## src/rtl/saturn_bus_controller_pkg.sv

```systemverilog
// Shared Saturn nibble-bus definitions: bus command codes, core request op
// encoding, controller FSM states and small decode helpers. Imported by the
// controller and reusable by the ROM/RAM/peripheral responders.
package saturn_bus_controller_pkg;

  localparam int ADDR_W    = 20;
  localparam int ADDR_NIBS = ADDR_W / 4;
  localparam int DATA_W    = 64;

  typedef enum logic [3:0] {
    CMD_PC_READ     = 4'h0,
    CMD_PC_WRITE    = 4'h1,
    CMD_DP_READ     = 4'h2,
    CMD_DP_WRITE    = 4'h3,
    CMD_LOAD_PC     = 4'h4,
    CMD_LOAD_DP     = 4'h5,
    CMD_CONFIGURE   = 4'h6,
    CMD_UNCONFIGURE = 4'h7,
    CMD_RESET       = 4'hF
  } bus_cmd_e;

  // Core ops share their encoding with the transfer commands 0..3.
  typedef enum logic [1:0] {
    OP_PC_READ  = 2'd0,
    OP_PC_WRITE = 2'd1,
    OP_DP_READ  = 2'd2,
    OP_DP_WRITE = 2'd3
  } req_op_e;

  typedef enum logic [2:0] {
    ST_IDLE,
    ST_CMD_LOAD,
    ST_ADDR,
    ST_CMD_XFER,
    ST_DATA,
    ST_RSTCMD,
    ST_DONE
  } state_e;

  function automatic logic op_is_write(input req_op_e op);
    return op[0];
  endfunction

  function automatic logic op_uses_dp(input req_op_e op);
    return op[1];
  endfunction

  function automatic bus_cmd_e op_cmd(input req_op_e op);
    return bus_cmd_e'({2'b00, op});
  endfunction

endpackage

```

## src/rtl/saturn_bus_slot_timer.sv

```systemverilog
// Bus slot timer: free-running slot counter, phase output, one-clock slot
// strobe and a sample enable one clock after the strobe (responders register
// their read nibble on the strobe edge).
// Ports:
//   i_clk, i_reset   clock, async active-high reset
//   o_phase          low two bits of the slot counter
//   o_strobe         high for one clock per BUS_DIV clocks
//   o_sample_en      o_strobe delayed by one clock
module saturn_bus_slot_timer #(
  parameter int BUS_DIV = 4
) (
  input  logic       i_clk,
  input  logic       i_reset,
  output logic [1:0] o_phase,
  output logic       o_strobe,
  output logic       o_sample_en
);

  localparam int LOG = $clog2(BUS_DIV);
  // Keep at least two bits so o_phase is always fully backed by the counter.
  localparam int CW  = (LOG < 2) ? 2 : LOG;

  logic [CW-1:0] cnt;

  // NOTE: sequential state uses non-blocking assignments so every flop in the
  // design samples pre-edge values regardless of block ordering.
  always_ff @(posedge i_clk or posedge i_reset) begin
    if (i_reset) begin
      cnt         <= '0;
      o_sample_en <= 1'b0;
    end else begin
      cnt         <= cnt + CW'(1);
      o_sample_en <= o_strobe;
    end
  end

  // BUS_DIV is a power of two, so "counter == BUS_DIV-1" is all-ones low bits.
  assign o_strobe = &cnt[LOG-1:0];
  assign o_phase  = cnt[1:0];

endmodule

```

## src/rtl/saturn_bus_controller.sv

```systemverilog
// Saturn nibble-bus initiator. Converts core PC/DP read/write requests of
// 1..16 nibbles into command, address and data slots, and keeps shadow
// copies of the responders' PC/DP pointers to skip redundant LOAD sequences.
// Ports:
//   i_clk, i_reset                 clock, async active-high reset
//   o_phase                        slot phase counter (low bits)
//   i_req_valid/o_req_ready        request handshake
//   i_req_op/addr/len/wdata        request: op, start address, len-1, write nibbles
//   o_rdata, o_done                read nibbles (held), completion pulse
//   i_bus_reset_req                issue the bus RESET command
//   o_bus_clk_en                   slot strobe
//   o_bus_is_data/o_bus_nibble_out registered slot type and nibble
//   i_bus_nibble_in                responder nibble
module saturn_bus_controller
  import saturn_bus_controller_pkg::*;
#(
  parameter int BUS_DIV = 4
) (
  input  logic              i_clk,
  input  logic              i_reset,
  output logic [1:0]        o_phase,
  input  logic              i_req_valid,
  output logic              o_req_ready,
  input  logic [1:0]        i_req_op,
  input  logic [ADDR_W-1:0] i_req_addr,
  input  logic [3:0]        i_req_len,
  input  logic [DATA_W-1:0] i_req_wdata,
  output logic [DATA_W-1:0] o_rdata,
  output logic              o_done,
  input  logic              i_bus_reset_req,
  output logic              o_bus_clk_en,
  output logic              o_bus_is_data,
  output logic [3:0]        o_bus_nibble_out,
  input  logic [3:0]        i_bus_nibble_in
);

  state_e              state;
  req_op_e             op_q;
  logic [ADDR_W-1:0]   addr_q;
  logic [3:0]          len_q;
  logic [DATA_W-1:0]   wdata_q;
  logic [3:0]          idx;
  logic [ADDR_W-1:0]   pc_shadow, dp_shadow;
  logic                pc_shadow_v, dp_shadow_v;
  req_op_e             last_cmd;
  logic                last_cmd_v;
  logic                rd_pending;
  logic [3:0]          rd_idx;
  logic                sample_en;
  req_op_e             req_op;
  logic                shadow_hit, cmd_hit;

  saturn_bus_slot_timer #(.BUS_DIV(BUS_DIV)) u_slot_timer (
    .i_clk       (i_clk),
    .i_reset     (i_reset),
    .o_phase     (o_phase),
    .o_strobe    (o_bus_clk_en),
    .o_sample_en (sample_en)
  );

  assign req_op = req_op_e'(i_req_op);

  // NOTE: every always_comb output gets a value on every path, so no latch.
  always_comb begin
    if (op_uses_dp(req_op)) shadow_hit = dp_shadow_v && (dp_shadow == i_req_addr);
    else                    shadow_hit = pc_shadow_v && (pc_shadow == i_req_addr);
    cmd_hit = last_cmd_v && (last_cmd == req_op);
  end

  // Nibble driven in data slot i: write data, or 0 while reading.
  function automatic logic [3:0] data_nib(input req_op_e op, input logic [DATA_W-1:0] wd,
                                          input logic [3:0] i);
    return op_is_write(op) ? wd[{i, 2'b00} +: 4] : 4'h0;
  endfunction

  // Slot outputs are loaded when a slot begins (on accept or on the strobe
  // ending the previous slot), so they are stable at the strobe that consumes it.
  always_ff @(posedge i_clk or posedge i_reset) begin
    if (i_reset) begin
      state            <= ST_IDLE;
      op_q             <= OP_PC_READ;
      addr_q           <= '0;
      len_q            <= '0;
      wdata_q          <= '0;
      idx              <= '0;
      pc_shadow        <= '0;
      dp_shadow        <= '0;
      pc_shadow_v      <= 1'b0;
      dp_shadow_v      <= 1'b0;
      last_cmd         <= OP_PC_READ;
      last_cmd_v       <= 1'b0;
      rd_pending       <= 1'b0;
      rd_idx           <= '0;
      o_req_ready      <= 1'b1;
      o_rdata          <= '0;
      o_done           <= 1'b0;
      o_bus_is_data    <= 1'b0;
      o_bus_nibble_out <= '0;
    end else begin
      o_done <= 1'b0;

      // The responder updates its nibble on the strobe edge; take it one clock later.
      if (sample_en && rd_pending) begin
        o_rdata[{rd_idx, 2'b00} +: 4] <= i_bus_nibble_in;
        rd_pending                    <= 1'b0;
      end

      case (state)
        ST_IDLE: begin
          if (!o_req_ready) begin
            o_req_ready <= 1'b1;
          end else if (i_bus_reset_req) begin
            o_req_ready      <= 1'b0;
            state            <= ST_RSTCMD;
            o_bus_is_data    <= 1'b0;
            o_bus_nibble_out <= CMD_RESET;
          end else if (i_req_valid) begin
            o_req_ready <= 1'b0;
            op_q        <= req_op;
            addr_q      <= i_req_addr;
            len_q       <= i_req_len;
            wdata_q     <= i_req_wdata;
            o_rdata     <= '0;
            idx         <= '0;
            if (shadow_hit && cmd_hit) begin
              state            <= ST_DATA;
              o_bus_is_data    <= 1'b1;
              o_bus_nibble_out <= data_nib(req_op, i_req_wdata, 4'd0);
            end else if (shadow_hit) begin
              state            <= ST_CMD_XFER;
              o_bus_is_data    <= 1'b0;
              o_bus_nibble_out <= op_cmd(req_op);
            end else begin
              state            <= ST_CMD_LOAD;
              o_bus_is_data    <= 1'b0;
              o_bus_nibble_out <= op_uses_dp(req_op) ? CMD_LOAD_DP : CMD_LOAD_PC;
            end
          end
        end

        ST_CMD_LOAD: if (o_bus_clk_en) begin
          state            <= ST_ADDR;
          idx              <= '0;
          o_bus_is_data    <= 1'b1;
          o_bus_nibble_out <= addr_q[3:0];
        end

        ST_ADDR: if (o_bus_clk_en) begin
          if (idx == 4'(ADDR_NIBS - 1)) begin
            if (op_is_write(op_q)) begin
              state            <= ST_CMD_XFER;
              o_bus_is_data    <= 1'b0;
              o_bus_nibble_out <= op_cmd(op_q);
            end else begin
              // Responders switch to read after the address; no transfer command.
              last_cmd         <= op_q;
              last_cmd_v       <= 1'b1;
              state            <= ST_DATA;
              idx              <= '0;
              o_bus_nibble_out <= 4'h0;
            end
          end else begin
            idx              <= idx + 4'd1;
            o_bus_nibble_out <= addr_q[{idx[2:0] + 3'd1, 2'b00} +: 4];
          end
        end

        ST_CMD_XFER: if (o_bus_clk_en) begin
          last_cmd         <= op_q;
          last_cmd_v       <= 1'b1;
          state            <= ST_DATA;
          idx              <= '0;
          o_bus_is_data    <= 1'b1;
          o_bus_nibble_out <= data_nib(op_q, wdata_q, 4'd0);
        end

        ST_DATA: if (o_bus_clk_en) begin
          if (!op_is_write(op_q)) begin
            rd_pending <= 1'b1;
            rd_idx     <= idx;
          end
          if (idx == len_q) begin
            state <= ST_DONE;
          end else begin
            idx              <= idx + 4'd1;
            o_bus_nibble_out <= data_nib(op_q, wdata_q, idx + 4'd1);
          end
        end

        ST_DONE: begin
          // Responder pointer now sits one past the last nibble, wrapping at 2^20.
          if (op_uses_dp(op_q)) begin
            dp_shadow   <= addr_q + ADDR_W'(len_q) + ADDR_W'(1);
            dp_shadow_v <= 1'b1;
          end else begin
            pc_shadow   <= addr_q + ADDR_W'(len_q) + ADDR_W'(1);
            pc_shadow_v <= 1'b1;
          end
          o_done <= 1'b1;
          state  <= ST_IDLE;
        end

        ST_RSTCMD: if (o_bus_clk_en) begin
          pc_shadow_v <= 1'b0;
          dp_shadow_v <= 1'b0;
          last_cmd_v  <= 1'b0;
          state       <= ST_IDLE;
        end

        default: state <= ST_IDLE;
      endcase
    end
  end

endmodule

```

## config.mk

```make
export PLATFORM = sky130hd
export DESIGN_NAME = saturn_bus_controller
export DESIGN_NICKNAME = d
export VERILOG_FILES = /design/src/rtl/saturn_bus_controller_pkg.sv /design/src/rtl/saturn_bus_slot_timer.sv /design/src/rtl/saturn_bus_controller.sv
export SDC_FILE = /design/constraint.sdc
export NUM_CORES = 1
export LEC_CHECK = 0
export BUFFER_PORTS_ARGS = -buffer_cell sky130_fd_sc_hd__buf_4
export CAP_MARGIN = 20
export CORE_ASPECT_RATIO = 1.1
export CORE_UTILIZATION = 30
export DETAILED_ROUTE_END_ITERATION = 7
export SETUP_SLACK_MARGIN = 0.05
export SLEW_MARGIN = 5
export SYNTH_ARGS = -nofsm -noshare
export SYNTH_HDL_FRONTEND = slang
export SYNTH_SLANG_ARGS = --single-unit
```

## constraint.sdc

```tcl
create_clock -name i_clk -period 6.6 [get_ports i_clk]
set_input_delay 0.66 -clock i_clk [delete_from_list [all_inputs] [get_ports i_clk]]
set_output_delay 0.66 -clock i_clk [all_outputs]
set_load 0.1 [all_outputs]
```

==> run summary <==
CRITICAL PATH
------------------------------------------------------------------------------------------
Sum of buffers and inverters on the critical path                                        2
Critical path startpoint category                                                 register
Crit Path Category                                                            register to register
Worst setup path start                                                        idx[0]$_DFFE_PP0P_
Largest driver fanout on the critical path                                              36
Worst R2R Start                                                               idx[0]$_DFFE_PP0P_
Largest delay contributor family on the critical path                          adder cells
Type of element capturing the critical path                                       register
Largest incremental delay on the critical path                                     1090 ps
Arrival time at the worst endpoint                                                 4420 ps
Crit path cell chain                                                          inv_1 > ha_2 > buf_4 > mux2_2 > o22ai_1 > nor4_1 > or4_1 > o211a_1
Worst Path Required                                                                7050 ps
Cell at the slowest stage of the critical path                                        ha_2

TIMING
------------------------------------------------------------------------------------------
Post-route clock skew                                                              41.7 ps
Number of hold violations in the final report                                            0
Clock period minus final worst setup slack                                         3980 ps
Period utilisation layout                                                            0.603
Final sum of negative setup slack                                                     0 ps
Count of pins over their slew limit                                                      0
Tightest Pin Transition                                                             973 ps
Endpoints failing setup                                                                  0
Worst hold slack                                                                    179 ps
Unrepaired setup endpoints after global routing                                      false
Highest achievable clock rate                                                      251 MHz
Relative max-transition margin                                                       0.351

POWER AND IR DROP
------------------------------------------------------------------------------------------
Worst supply voltage drop on vdd                                                    388 µV
Power density normalized to cell area                                           535 nW/µm²
Total Power                                                                        7290 µW
Static leakage                                                                  0.00613 µW

DETAILED ROUTING
------------------------------------------------------------------------------------------
Mean number of vias per cell                                                          4.90
Routed WL                                                                          30.5 mm
Drt wl/cell                                                                        18.0 µm
Number of iterations in the first detailed-routing pass                                  5
Number of remaining DRC errors                                                           0
Total vias in the final route                                                         8294
Initial DRC count                                                                      565
Remaining number of nets flagged by the antenna check after routing                      0

CLOCK NETWORK
------------------------------------------------------------------------------------------
Setup Buffers After CTS                                                                  0
H-tree depth                                                                             1
Post-cts repair resize count                                                             0
Longest Clk Path Bufs                                                                    3
Count of hold-fix buffers inserted at cts                                                0
Clock tree from TritonCTS                                                             done
CTS root buf                                                                     clkbuf_16
Number of buffers added by the clock tree synthesis step                                26
Clock edge transition at the registers on the reported setup and hold paths          60 ps
Clock latency reported for the late side of the worst-skew pair                     560 ps
Clock sink count                                                                       221

SYNTHESIS
------------------------------------------------------------------------------------------
Post-synthesis compound-gate area fraction                                          0.0951
Seq/Total Area, Yosys                                                                0.501
Main synth FF type                                                                 dfrtp_1
Post-Synth XOR/XNOR Area                                                            0.0576
Multiplexer area fraction after synthesis                                            0.160
Area of the mapped netlist                                                       11000 µm²
Leading cell types by total area after synthesis                              dfrtp_1 (50%), mux2_2 (9.8%), mux2i_1 (6.3%), nand2_1 (3.9%), o21ai_0 (3.1%)
Simple-gate share of the synthesized area                                            0.141
Cell variety after synth                                                                75
Share of synthesized flip-flops with an asynchronous set or reset                     1.00
Library cell with the largest summed area after synthesis                          dfrtp_1
Number of nets produced by synthesis                                                  1145
Register bit total from synthesis                                                      221
Synthesized-area fraction occupied by adder cells                                   0.0109
Synthesized area divided by synthesized cell count                                10.6 µm²
Share of Yosys cell area claimed by the top area cell type                           0.499
Largest family of logic cells by synthesized area                             multiplexers
Post-Syn Instances                                                                    1038
Number of synthesized flops with an enable pin                                           0
Number of warning messages in the yosys log                                              0

DIE
------------------------------------------------------------------------------------------
Die Width                                                                           185 µm
Starting density of the core                                                         0.305
Count of pins on the block boundary                                                    172
Cell Rows                                                                               73
Die Y                                                                               203 µm
Core ar.                                                                         36200 µm²
Die area                                                                         37600 µm²

PLACED DESIGN
------------------------------------------------------------------------------------------
Routability-driven placement congestion ratio                                        0.845
Number of cells in the design after placement                                         1645
Half-perimeter wire length after detailed placement                                22.1 mm
Number of buffers added on ports                                                       171

GLOBAL ROUTING
------------------------------------------------------------------------------------------
Gr ovfl total                                                                            0
First-pass GRT wire length                                                         47.3 mm
Pin count of the biggest net entering global routing                                   122
Total GRT Usage                                                                      0.162
Via count of the first global-routing pass                                            8162
Antenna violations before repair                                                         0

FINAL LAYOUT
------------------------------------------------------------------------------------------
Fraction of final layout cells with drive strength greater than 1                    0.283
Post-route non-filler standard cell count                                             1694
Post-layout utilization of the core                                                  0.376
Most common cell after layout, fill and taps aside                                 dfrtp_1
Antenna cell count                                                                       0
Top library cells by usage in the layout, fill and taps aside                 dfrtp_1 (220), buf_4 (178), nand2_1 (115), mux2_2 (96), nor2_1 (70)
Layout overhead on the synthesized area                                              23.3%
NumNets Final                                                                         1294
Layout fillers                                                                        3644

HOLD PATH
------------------------------------------------------------------------------------------
Worst hold path type                                                          input pin to async pin

FLOW RUN
------------------------------------------------------------------------------------------
MaxCap Viol Count                                                                        0

STATUS
------------------------------------------------------------------------------------------
Status                                                                        finished clean

-- Yosys cell counts (3+ instances only) --
library cell and instances:
a211oi_1 6, buf_4 9, mux2i_1 69, nand2b_1 11
dfrtp_1 220, nor3_1 11, mux2_2 96, xor2_1 38
a211o_1 3, clkbuf_1 21, o211ai_1 3, nand2_1 115
o2bb2ai_1 4, nand3b_1 4, nor4_1 13, a21oi_1 37
nand3_1 56, and3_1 4, o21ai_0 68, xnor2_1 29
a21o_1 5, a31oi_1 4, o22ai_1 6, buf_1 3
nand4_1 10, buf_2 24, inv_1 22, o221ai_1 3
nor2b_1 7, ha_1 8, nor2_1 70
-- cell families (layout without fill, tap and decap cells) --
kind of cell | Yosys count | count (layout)
XOR/XNOR | 70 | 70
multiplexers | 165 | 165
flip-flops | 221 | 221
AO/OA/AOI/OAI | 168 | 168
buffers and inverters | 81 | 250
adder cells (fa/ha/maj) | 9 | 9
AND/OR/NAND/NOR | 324 | 324
-- registers in the layout, summed over array words and instances, names as in the netlist, 2 cells and up --
name,cells
pc_shadow,20
wdata_q,64
rd_idx,4
idx,4
last_cmd,2
dp_shadow,20
o_rdata,64
op_q,2
len_q,4
state,3
addr_q,20
o_bus_nibble_out,4
u_slot_timer.o_phase,2
-- where the power goes --
group	total, µW	switching (µW)	internal, µW
registers	2460	547	1920
logic	3380	2220	1160
clock network	1450	586	861
-- worst paths after layout --
check                                                     to  slack [ps]  depth (start not counted)
setup / recovery             o_bus_nibble_out[0]$_DFFE_PP0P_        2620                          8
hold / removal                        addr_q[17]$_DFFE_PP0P_         180                          2
setup reg to reg             o_bus_nibble_out[0]$_DFFE_PP0P_        2620                          8
hold reg to reg            u_slot_timer.o_phase[0]$_DFF_PP0_         460                          1
max in group asynchronous            wdata_q[33]$_DFFE_PP0P_        5050                          3
min in group i_clk                   wdata_q[46]$_DFFE_PP0P_         330                          2
-- stage by stage --
step	instance area [µm²]	setup slack [ps]
2_1_floorplan	11000	3060
3_3_place_gp	12700	2750
3_5_place_dp	12700	2680
4_1_cts	13600	2640
5_1_grt	13600	2440
6_report	13600	2620
-- layer usage --
layer  routed length [µm]  up-vias  track usage
li1                     -     3955            -
met1                13900     4055        0.221
met2                14200      235        0.264
met3                 1400       49       0.0220
met4                 1020        0       0.0546
met5                    0        -            0
-- final cells by class --
| type | instances | area, µm² | share of cell area |
|---|---|---|---|
| tap | 487 | 609 | 0.0448 |
| sequential | 221 | 5530 | 0.406 |
| multi-input combinational | 736 | 5140 | 0.377 |
| inverter | 22 | 86.3 | 0.00634 |
| clock buffer | 36 | 738 | 0.0542 |
| timing repair buffer | 180 | 1380 | 0.102 |
| clock inverter | 12 | 129 | 0.00947 |
Power figures use the tool's default switching activity.
